===== src/rtl/spi_frame_rx_pkg.sv =====
// Shared constants and types for the SPI frame receiver.
// Latency: none (declarations only).
// Backpressure: n/a.
package spi_frame_rx_pkg;

  // CRC-16/CCITT: poly 0x1021, seeded with all ones, MSB first, no final XOR
  localparam logic [15:0] CRC_POLY       = 16'h1021;
  localparam logic [15:0] CRC_INIT       = 16'hFFFF;

  // Default two-byte frame sync word, sent MSB first
  localparam logic [15:0] DEFAULT_HEADER = 16'hEB90;

  typedef enum logic [1:0] {
    ST_HUNT    = 2'd0,
    ST_PAYLOAD = 2'd1,
    ST_CRC     = 2'd2
  } state_e;

endpackage


===== src/rtl/spi_frame_rx_if.sv =====
// Bundle of SPI line inputs, consumer acknowledge and frame outputs.
// Latency: none (wiring only).
// Backpressure: consumer holds load high to acknowledge; ready drops next clk.
interface spi_frame_rx_if #(
  parameter int PAYLOAD_BYTES = 40
);
  logic                       spi_sclk;
  logic                       spi_din;
  logic                       load;
  logic                       ready;
  logic [8*PAYLOAD_BYTES-1:0] frame_data;
  logic                       crc_err;
  logic                       overrun;

  // Stimulus/consumer side
  modport master (
    output spi_sclk, spi_din, load,
    input  ready, frame_data, crc_err, overrun
  );

  // Receiver side
  modport slave (
    input  spi_sclk, spi_din, load,
    output ready, frame_data, crc_err, overrun
  );
endinterface


===== src/rtl/spi_frame_rx_crc16_ccitt_byte.sv =====
// One-byte CRC-16/CCITT update, MSB first (exists only when SPI_FRAME_RX_CRC_EN is defined).
// Latency: purely combinational.
// Backpressure: none.
`ifdef SPI_FRAME_RX_CRC_EN
module crc16_ccitt_byte
  import spi_frame_rx_pkg::*;
(
  input  logic [15:0] crc_in,
  input  logic [7:0]  data,
  output logic [15:0] crc_out
);

  // Eight serial LFSR steps, data bit 7 first
  always_comb begin
    crc_out = crc_in;
    for (int i = 7; i >= 0; i--) begin
      if (crc_out[15] ^ data[i]) begin
        crc_out = {crc_out[14:0], 1'b0} ^ CRC_POLY;
      end else begin
        crc_out = {crc_out[14:0], 1'b0};
      end
    end
  end

endmodule
`endif


===== src/rtl/spi_frame_rx.sv =====
// SPI slave frame receiver: header hunt, payload capture, optional CRC check (SPI_FRAME_RX_CRC_EN).
// Latency: ready/crc_err/overrun 2 clk after the internal strobe of the last CRC bit.
// Backpressure: none on SPI; a good frame arriving while a frame is unconsumed is dropped with overrun.
module spi_frame_rx
  import spi_frame_rx_pkg::*;
#(
  parameter int          PAYLOAD_BYTES  = 40,
  parameter logic [15:0] HEADER         = DEFAULT_HEADER,
  parameter int          TIMEOUT_CYCLES = 1000
) (
  input logic           clk,
  input logic           rst,
  spi_frame_rx_if.slave bus
);

  localparam int FW  = 8 * PAYLOAD_BYTES;
  localparam int BCW = (PAYLOAD_BYTES > 1) ? $clog2(PAYLOAD_BYTES) : 1;
  localparam int TW  = $clog2(TIMEOUT_CYCLES + 1);
  localparam logic [BCW-1:0] LAST_BYTE = BCW'(PAYLOAD_BYTES - 1);
  localparam logic [TW-1:0]  TO_LAST   = TW'(TIMEOUT_CYCLES - 1);

  logic rst_meta_q, rst_n_q;

  // Reset asserts asynchronously, releases on clk through two flops
  always_ff @(posedge clk or negedge rst) begin
    if (!rst) begin
      rst_meta_q <= 1'b0;
      rst_n_q    <= 1'b0;
    end else begin
      rst_meta_q <= 1'b1;
      rst_n_q    <= rst_meta_q;
    end
  end

  logic [2:0] sclk_q;
  logic [1:0] din_q;
  logic       strobe;
  logic       din_s;

  // Two-flop synchronizers; the third sclk flop feeds the rising-edge detect
  always_ff @(posedge clk or negedge rst_n_q) begin
    if (!rst_n_q) begin
      sclk_q <= '0;
      din_q  <= '0;
    end else begin
      sclk_q <= {sclk_q[1:0], bus.spi_sclk};
      din_q  <= {din_q[0], bus.spi_din};
    end
  end

  assign strobe = sclk_q[1] & ~sclk_q[2];
  assign din_s  = din_q[1];

  state_e            state_q, state_d;
  logic [2:0]        bit_cnt_q, bit_cnt_d;
  logic [BCW-1:0]    byte_cnt_q, byte_cnt_d;
  logic [6:0]        shift_q, shift_d;
  logic [14:0]       window_q, window_d;
  logic [FW-1:0]     shadow_q, shadow_d;
  logic [TW-1:0]     to_cnt_q, to_cnt_d;
  logic              fin_q, fin_d;
  logic [7:0]        rx_byte;
  logic [15:0]       rx_win;
  logic              byte_done;
  logic              frame_ok;

  assign rx_byte   = {shift_q, din_s};
  assign rx_win    = {window_q, din_s};
  assign byte_done = strobe && (bit_cnt_q == 3'd7);

`ifdef SPI_FRAME_RX_CRC_EN
  logic [15:0] crc_q, crc_d, crc_next;
  logic [7:0]  crc_hi_q, crc_hi_d;
  logic        match_q, match_d;

  crc16_ccitt_byte u_crc (
    .crc_in  (crc_q),
    .data    (rx_byte),
    .crc_out (crc_next)
  );

  assign frame_ok = match_q;

  // CRC accumulator, received CRC high byte and registered compare result
  always_ff @(posedge clk or negedge rst_n_q) begin
    if (!rst_n_q) begin
      crc_q    <= CRC_INIT;
      crc_hi_q <= '0;
      match_q  <= 1'b0;
    end else begin
      crc_q    <= crc_d;
      crc_hi_q <= crc_hi_d;
      match_q  <= match_d;
    end
  end
`else
  // CRC bytes are consumed but not checked; every complete frame is good
  assign frame_ok = 1'b1;
`endif

  // Receive state and datapath registers
  always_ff @(posedge clk or negedge rst_n_q) begin
    if (!rst_n_q) begin
      state_q    <= ST_HUNT;
      bit_cnt_q  <= '0;
      byte_cnt_q <= '0;
      shift_q    <= '0;
      window_q   <= '0;
      shadow_q   <= '0;
      to_cnt_q   <= '0;
      fin_q      <= 1'b0;
    end else begin
      state_q    <= state_d;
      bit_cnt_q  <= bit_cnt_d;
      byte_cnt_q <= byte_cnt_d;
      shift_q    <= shift_d;
      window_q   <= window_d;
      shadow_q   <= shadow_d;
      to_cnt_q   <= to_cnt_d;
      fin_q      <= fin_d;
    end
  end

  // Next state: shift on strobe, hunt/payload/CRC sequencing, idle timeout
  always_comb begin
    state_d    = state_q;
    bit_cnt_d  = bit_cnt_q;
    byte_cnt_d = byte_cnt_q;
    shift_d    = shift_q;
    window_d   = window_q;
    shadow_d   = shadow_q;
    to_cnt_d   = to_cnt_q;
    fin_d      = 1'b0;
`ifdef SPI_FRAME_RX_CRC_EN
    crc_d      = crc_q;
    crc_hi_d   = crc_hi_q;
    match_d    = 1'b0;
`endif
    if (strobe) begin
      // A strobe always wins over a coinciding timeout and reloads the counter
      shift_d   = rx_byte[6:0];
      window_d  = rx_win[14:0];
      bit_cnt_d = bit_cnt_q + 3'd1;
      to_cnt_d  = '0;
      case (state_q)
        ST_HUNT: begin
          if (rx_win == HEADER) begin
            state_d    = ST_PAYLOAD;
            bit_cnt_d  = '0;
            byte_cnt_d = '0;
`ifdef SPI_FRAME_RX_CRC_EN
            crc_d      = CRC_INIT;
`endif
          end
        end
        ST_PAYLOAD: begin
          if (byte_done) begin
            // Shifting in from the bottom leaves byte 0 in the MSBs at the end
            shadow_d      = shadow_q << 8;
            shadow_d[7:0] = rx_byte;
`ifdef SPI_FRAME_RX_CRC_EN
            crc_d         = crc_next;
`endif
            if (byte_cnt_q == LAST_BYTE) begin
              state_d    = ST_CRC;
              byte_cnt_d = '0;
            end else begin
              byte_cnt_d = byte_cnt_q + BCW'(1);
            end
          end
        end
        ST_CRC: begin
          if (byte_done) begin
            if (byte_cnt_q == '0) begin
              byte_cnt_d = BCW'(1);
`ifdef SPI_FRAME_RX_CRC_EN
              crc_hi_d   = rx_byte;
`endif
            end else begin
              fin_d      = 1'b1;
`ifdef SPI_FRAME_RX_CRC_EN
              match_d    = ({crc_hi_q, rx_byte} == crc_q);
`endif
              state_d    = ST_HUNT;
              byte_cnt_d = '0;
            end
          end
        end
        default: state_d = ST_HUNT;
      endcase
    end else if (state_q != ST_HUNT) begin
      if (to_cnt_q == TO_LAST) begin
        // Idle too long mid-frame: drop it silently and resync
        state_d    = ST_HUNT;
        bit_cnt_d  = '0;
        byte_cnt_d = '0;
        shift_d    = '0;
        window_d   = '0;
        to_cnt_d   = '0;
      end else begin
        to_cnt_d = to_cnt_q + TW'(1);
      end
    end
  end

  logic          ready_q, ready_d;
  logic          pend_q, pend_d;
  logic [FW-1:0] frame_q, frame_d;
  logic          overrun_q, overrun_d;
  logic          busy, accept;

  // A frame latched while load is still high waits in pend until load drops
  assign busy   = ready_q | pend_q;
  assign accept = fin_q & frame_ok & ~busy;

  // Output stage: latch, handshake and status pulses
  always_comb begin
    frame_d   = accept ? shadow_q : frame_q;
    overrun_d = fin_q & frame_ok & busy;
    ready_d   = bus.load ? 1'b0 : (ready_q | pend_q | accept);
    pend_d    = bus.load ? (pend_q | accept) : 1'b0;
  end

  // Output registers
  always_ff @(posedge clk or negedge rst_n_q) begin
    if (!rst_n_q) begin
      ready_q   <= 1'b0;
      pend_q    <= 1'b0;
      frame_q   <= '0;
      overrun_q <= 1'b0;
    end else begin
      ready_q   <= ready_d;
      pend_q    <= pend_d;
      frame_q   <= frame_d;
      overrun_q <= overrun_d;
    end
  end

`ifdef SPI_FRAME_RX_CRC_EN
  logic crc_err_q;

  // CRC mismatch pulse, aligned with where ready would have risen
  always_ff @(posedge clk or negedge rst_n_q) begin
    if (!rst_n_q) begin
      crc_err_q <= 1'b0;
    end else begin
      crc_err_q <= fin_q & ~frame_ok;
    end
  end

  assign bus.crc_err = crc_err_q;
`else
  assign bus.crc_err = 1'b0;
`endif

  assign bus.ready      = ready_q;
  assign bus.frame_data = frame_q;
  assign bus.overrun    = overrun_q;

endmodule


===== src/flat_wrapper.sv =====
// flat-port wrapper written by rule: the top's interface ports become plain ports
module spi_frame_rx_flat import spi_frame_rx_pkg::*;
#(
  parameter int          PAYLOAD_BYTES  = 40,
  parameter logic [15:0] HEADER         = DEFAULT_HEADER,
  parameter int          TIMEOUT_CYCLES = 1000
)
  (clk, rst, bus_spi_sclk, bus_spi_din, bus_load, bus_ready, bus_frame_data, bus_crc_err, bus_overrun);
  spi_frame_rx_if #(.PAYLOAD_BYTES(PAYLOAD_BYTES)) bus_i ();
  input logic clk;
  input logic rst;
  input wire logic [$bits(bus_i.spi_sclk)-1:0] bus_spi_sclk;
  input wire logic [$bits(bus_i.spi_din)-1:0] bus_spi_din;
  input wire logic [$bits(bus_i.load)-1:0] bus_load;
  output wire logic [$bits(bus_i.ready)-1:0] bus_ready;
  output wire logic [$bits(bus_i.frame_data)-1:0] bus_frame_data;
  output wire logic [$bits(bus_i.crc_err)-1:0] bus_crc_err;
  output wire logic [$bits(bus_i.overrun)-1:0] bus_overrun;
  assign bus_i.spi_sclk = bus_spi_sclk;
  assign bus_i.spi_din = bus_spi_din;
  assign bus_i.load = bus_load;
  assign bus_ready = bus_i.ready;
  assign bus_frame_data = bus_i.frame_data;
  assign bus_crc_err = bus_i.crc_err;
  assign bus_overrun = bus_i.overrun;
  spi_frame_rx #(.PAYLOAD_BYTES(PAYLOAD_BYTES), .HEADER(HEADER), .TIMEOUT_CYCLES(TIMEOUT_CYCLES)) u_core (.clk(clk), .rst(rst), .bus(bus_i));
endmodule

===== config.mk =====
export PLATFORM = sky130hd
export DESIGN_NAME = spi_frame_rx_flat
export DESIGN_NICKNAME = d
export VERILOG_FILES = /design/src/rtl/spi_frame_rx_pkg.sv /design/src/rtl/spi_frame_rx_if.sv /design/src/rtl/spi_frame_rx_crc16_ccitt_byte.sv /design/src/rtl/spi_frame_rx.sv /design/src/flat_wrapper.sv
export SDC_FILE = /design/constraint.sdc
export NUM_CORES = 1
export LEC_CHECK = 0
export CAP_MARGIN = 0
export CELL_PAD_IN_SITES_DETAIL_PLACEMENT = 1
export CELL_PAD_IN_SITES_GLOBAL_PLACEMENT = 1
export CORE_MARGIN = 5
export CORE_UTILIZATION = 40
export CTS_CLUSTER_DIAMETER = 100
export DETAILED_ROUTE_END_ITERATION = 7
export GPL_ROUTABILITY_DRIVEN = 0
export PLACE_DENSITY = 0.69
export SYNTH_ARGS = -nofsm -noshare
export SYNTH_HDL_FRONTEND = slang
export SYNTH_HIERARCHICAL = 1
export SYNTH_SLANG_ARGS = --single-unit

===== constraint.sdc =====
create_clock -name clk -period 24.2 [get_ports clk]
set_clock_uncertainty 0.1 [all_clocks]
set_input_delay 4.84 -clock clk [delete_from_list [all_inputs] [get_ports clk]]
set_output_delay 4.84 -clock clk [all_outputs]
set_load 0.1 [all_outputs]

==> run summary <==
status - finished clean
worst-margin pin slew - 1.17 ns
Final Cycle Share - 0.295
slowest cell delay on critical path - 1.21 ns
reg2reg start - u_core/bit_cnt_q[0]$_DFFE_PN0P_
worst hold path class - flip-flop to asynchronous set/reset pin
commonest non-fill, non-tap cell in the layout - dfrtp_1
delay-heaviest family, CP - buffers and inverters
Synth Flop Type - dfrtp_1
Seq/Total Area, Yosys - 0.668
Max clock buf depth - 3
Ys Warns - 6
DRT iter0 DRCs - 680
Finished Cell Area - 32,300 um2
most frequent cells in the layout - dfrtp_1 (686), mux2_2 (643), clkdlybuf4s50_1 (326)
worst-skew pair later-pin latency - 0.60 ns
Placed Cells - 2,664
share of cells above drive strength 1 - 0.403
CTS buffer count - 75
Hold Buf Count CTS - 0
CP Launch Type - flip-flop
pwr/cell area - 71.7 nW/um2
DP HPWL - 38.9 mm
Via-to-Cell Ratio - 4.97
crit path max fanout - 2
global route overflow - 0
Critical R2R Capture - u_core/shadow_q[71]$_DFFE_PN0P_
GRT Overall Usage - 0.170
Final min period - 7.14 ns
multi-input gate area in the final layout - 8180 um2
Yosys reg bits - 687
Setup Buffers After CTS - 0
post-synthesis cell type count - 43
Reg2Reg Depth - 6
Antenna Nets Post-Route - 0
worst path required time - 19.26 ns
cells along the critical path - clkdlybuf4s50_1
Sum Neg Setup Slack - 0 ns
pin count of the biggest net entering global routing - 175
Tot Pwr - 2.32 mW
global-route wire length before repair - 95.2 mm
core area - 64,100 um2
synthesized area - 25,800 um2
final setup margin - 17.06 ns
Starting Density - 0.402
die width - 264 um
ys async rst share - 1.00
setup violators final - 0
Worst slew margin - 0.220
unrepaired setup endpoints after global routing - no
nets - 1,899
H-tree levels - 3
leakage - 15.9 nW
CP endpoint kind - primary output
Final Slew Violations - 0
CTS clk-pin slew, worst paths - 0.06 ns
Die Y - 264 um
Fmax - 140 MHz
Crit path buffers/inverters - 1
Syn Area/Cell - 16.7 um2
CTS tree - yes
Post-synth EDFFs - 0
Syn Nets - 1,558
Crit Path Class - flip-flop to primary output
Post-Synthesis Cells - 1,545
FF+latch area - 17,200 um2
Filler cells - 6,001
initial antenna violation count - 0
DRC errors left - 0
n_diodes - 0
# Max-Cap Violations - 0
Area after DPL - 29,900 um2
FP Rows - 93
Clock Tree Root - clkbuf_16
Post-Place Setup Slack - 17.68 ns
Die ar. - 69,600 um2
CTS Sinks - 687
total number of vias - 13.9k
port bufs - 326
aggregate routed wire length - 59.3 mm
R2R Setup Slk - 20.22 ns
I/O pins - 328
CP arrival - 2.20 ns
Crit-path slowest cell - clkdlybuf4s50_1
routed len/inst - 21.2 um
area grow syn2layout - 25.6%
VDD IR-drop max - 0.0536 mV
final hold violations - 0
DRT Pass-1 Iters - 4
post_cts resized - 0
Layout Cells excl Fill - 2,796
vias in the first global route - 15.5k
[power by group]
group,internal (mW),leakage [nW],switching (mW)
registers,1.16,9.57,0.00714
clock network,0.670,1.20,0.452
logic,0.00855,5.14,0.0265
total,1.83,15.9,0.485
[cell type report]
cell class,count,share of cell area
clock buffer,115,0.0692
tap,855,0.0331
inverter,8,0.000928
timing repair buffer,342,0.106
sequential,687,0.532
multi-input combinational,772,0.253
clock inverter,17,0.00646
[metal layers]
metal  vias up  track usage  part of all wire
li1       6183            -                 -
met1      7359        0.225              0.43
met2       277        0.275              0.48
met3        81       0.0527             0.065
met4         0       0.0455             0.019
met5         -            0                 0
[cells in the mapped netlist, types with 3 or more instances]
cell      instances  area (um2)
o21ai_0          12        60.1
nor2b_1           3        18.8
nor3_1            4        20.0
ha_1              8         100
mux2_2          643        7240
dfrtp_1         687       17200
a22o_1           18         158
a21oi_1           7        35.0
nand2_1          12        45.0
clkbuf_1         13        48.8
buf_1             4        15.0
nand3_1           9        45.0
nand4_1           3        18.8
xor2_1            4        35.0
buf_2            60         300
nor4b_1           3        26.3
and2_1            3        18.8
o31ai_1           3        22.5
mux2i_1           3        30.0
nor2_1            9        33.8
inv_1             8        30.0
o21a_1            3        22.5
[logic make-up after synthesis]
| family | share of synthesized area |
|---|---|
| flops | 0.668 |
| mux | 0.282 |
| buf+inv | 0.0156 |
| simple gates | 0.0131 |
| compound gates | 0.0155 |
| fa+ha+maj | 0.00389 |
| xor+xnor | 0.00170 |
| other cells | 0.000292 |
[registers in the layout, summed over array words and instances, names as in the netlist]
signal and cells:
u_core/fin_q 1, u_core/pend_q 1, u_core/shift_q 6, u_core/state_q 2, u_core/window_q 9, u_core/byte_cnt_q 6, u_core/bus.ready 1, u_core/to_cnt_q 10
u_core/rst_meta_q 1, u_core/shadow_q 320, u_core/sclk_q 3, u_core/bus.frame_data 320, u_core/bus.overrun 1, u_core/din_q 2, u_core/bit_cnt_q 3, u_core/rst_n_q 1
[through the flow]
| step | hold WS (ns) | util |
|---|---|---|
| floorplan | 0.231 | - |
| global placement | 0.240 | 0.466 |
| detailed placement | 0.243 | 0.466 |
| CTS | 0.261 | 0.504 |
| global route | 0.272 | 0.504 |
| finish | 0.237 | 0.504 |
[how the worst max path moves through the flow]
stage	start	endpoint	slack, ns	cells past startpoint
3_5_place_dp	u_core/bus.frame_data[308]$_DFFE_PN0P_	bus_frame_data[308]	17.68	1
3_3_place_gp	u_core/bus.frame_data[315]$_DFFE_PN0P_	bus_frame_data[315]	17.67	1
6_report	u_core/bus.frame_data[308]$_DFFE_PN0P_	bus_frame_data[308]	17.06	1
4_1_cts	u_core/bus.frame_data[315]$_DFFE_PN0P_	bus_frame_data[315]	17.00	1
5_1_grt	u_core/bus.frame_data[308]$_DFFE_PN0P_	bus_frame_data[308]	16.96	1
2_1_floorplan	u_core/rst_n_q$_DFF_PN0_	u_core/bit_cnt_q[0]$_DFFE_PN0P_	3.53	0
Note: power is estimated with default switching activity, not from simulation.
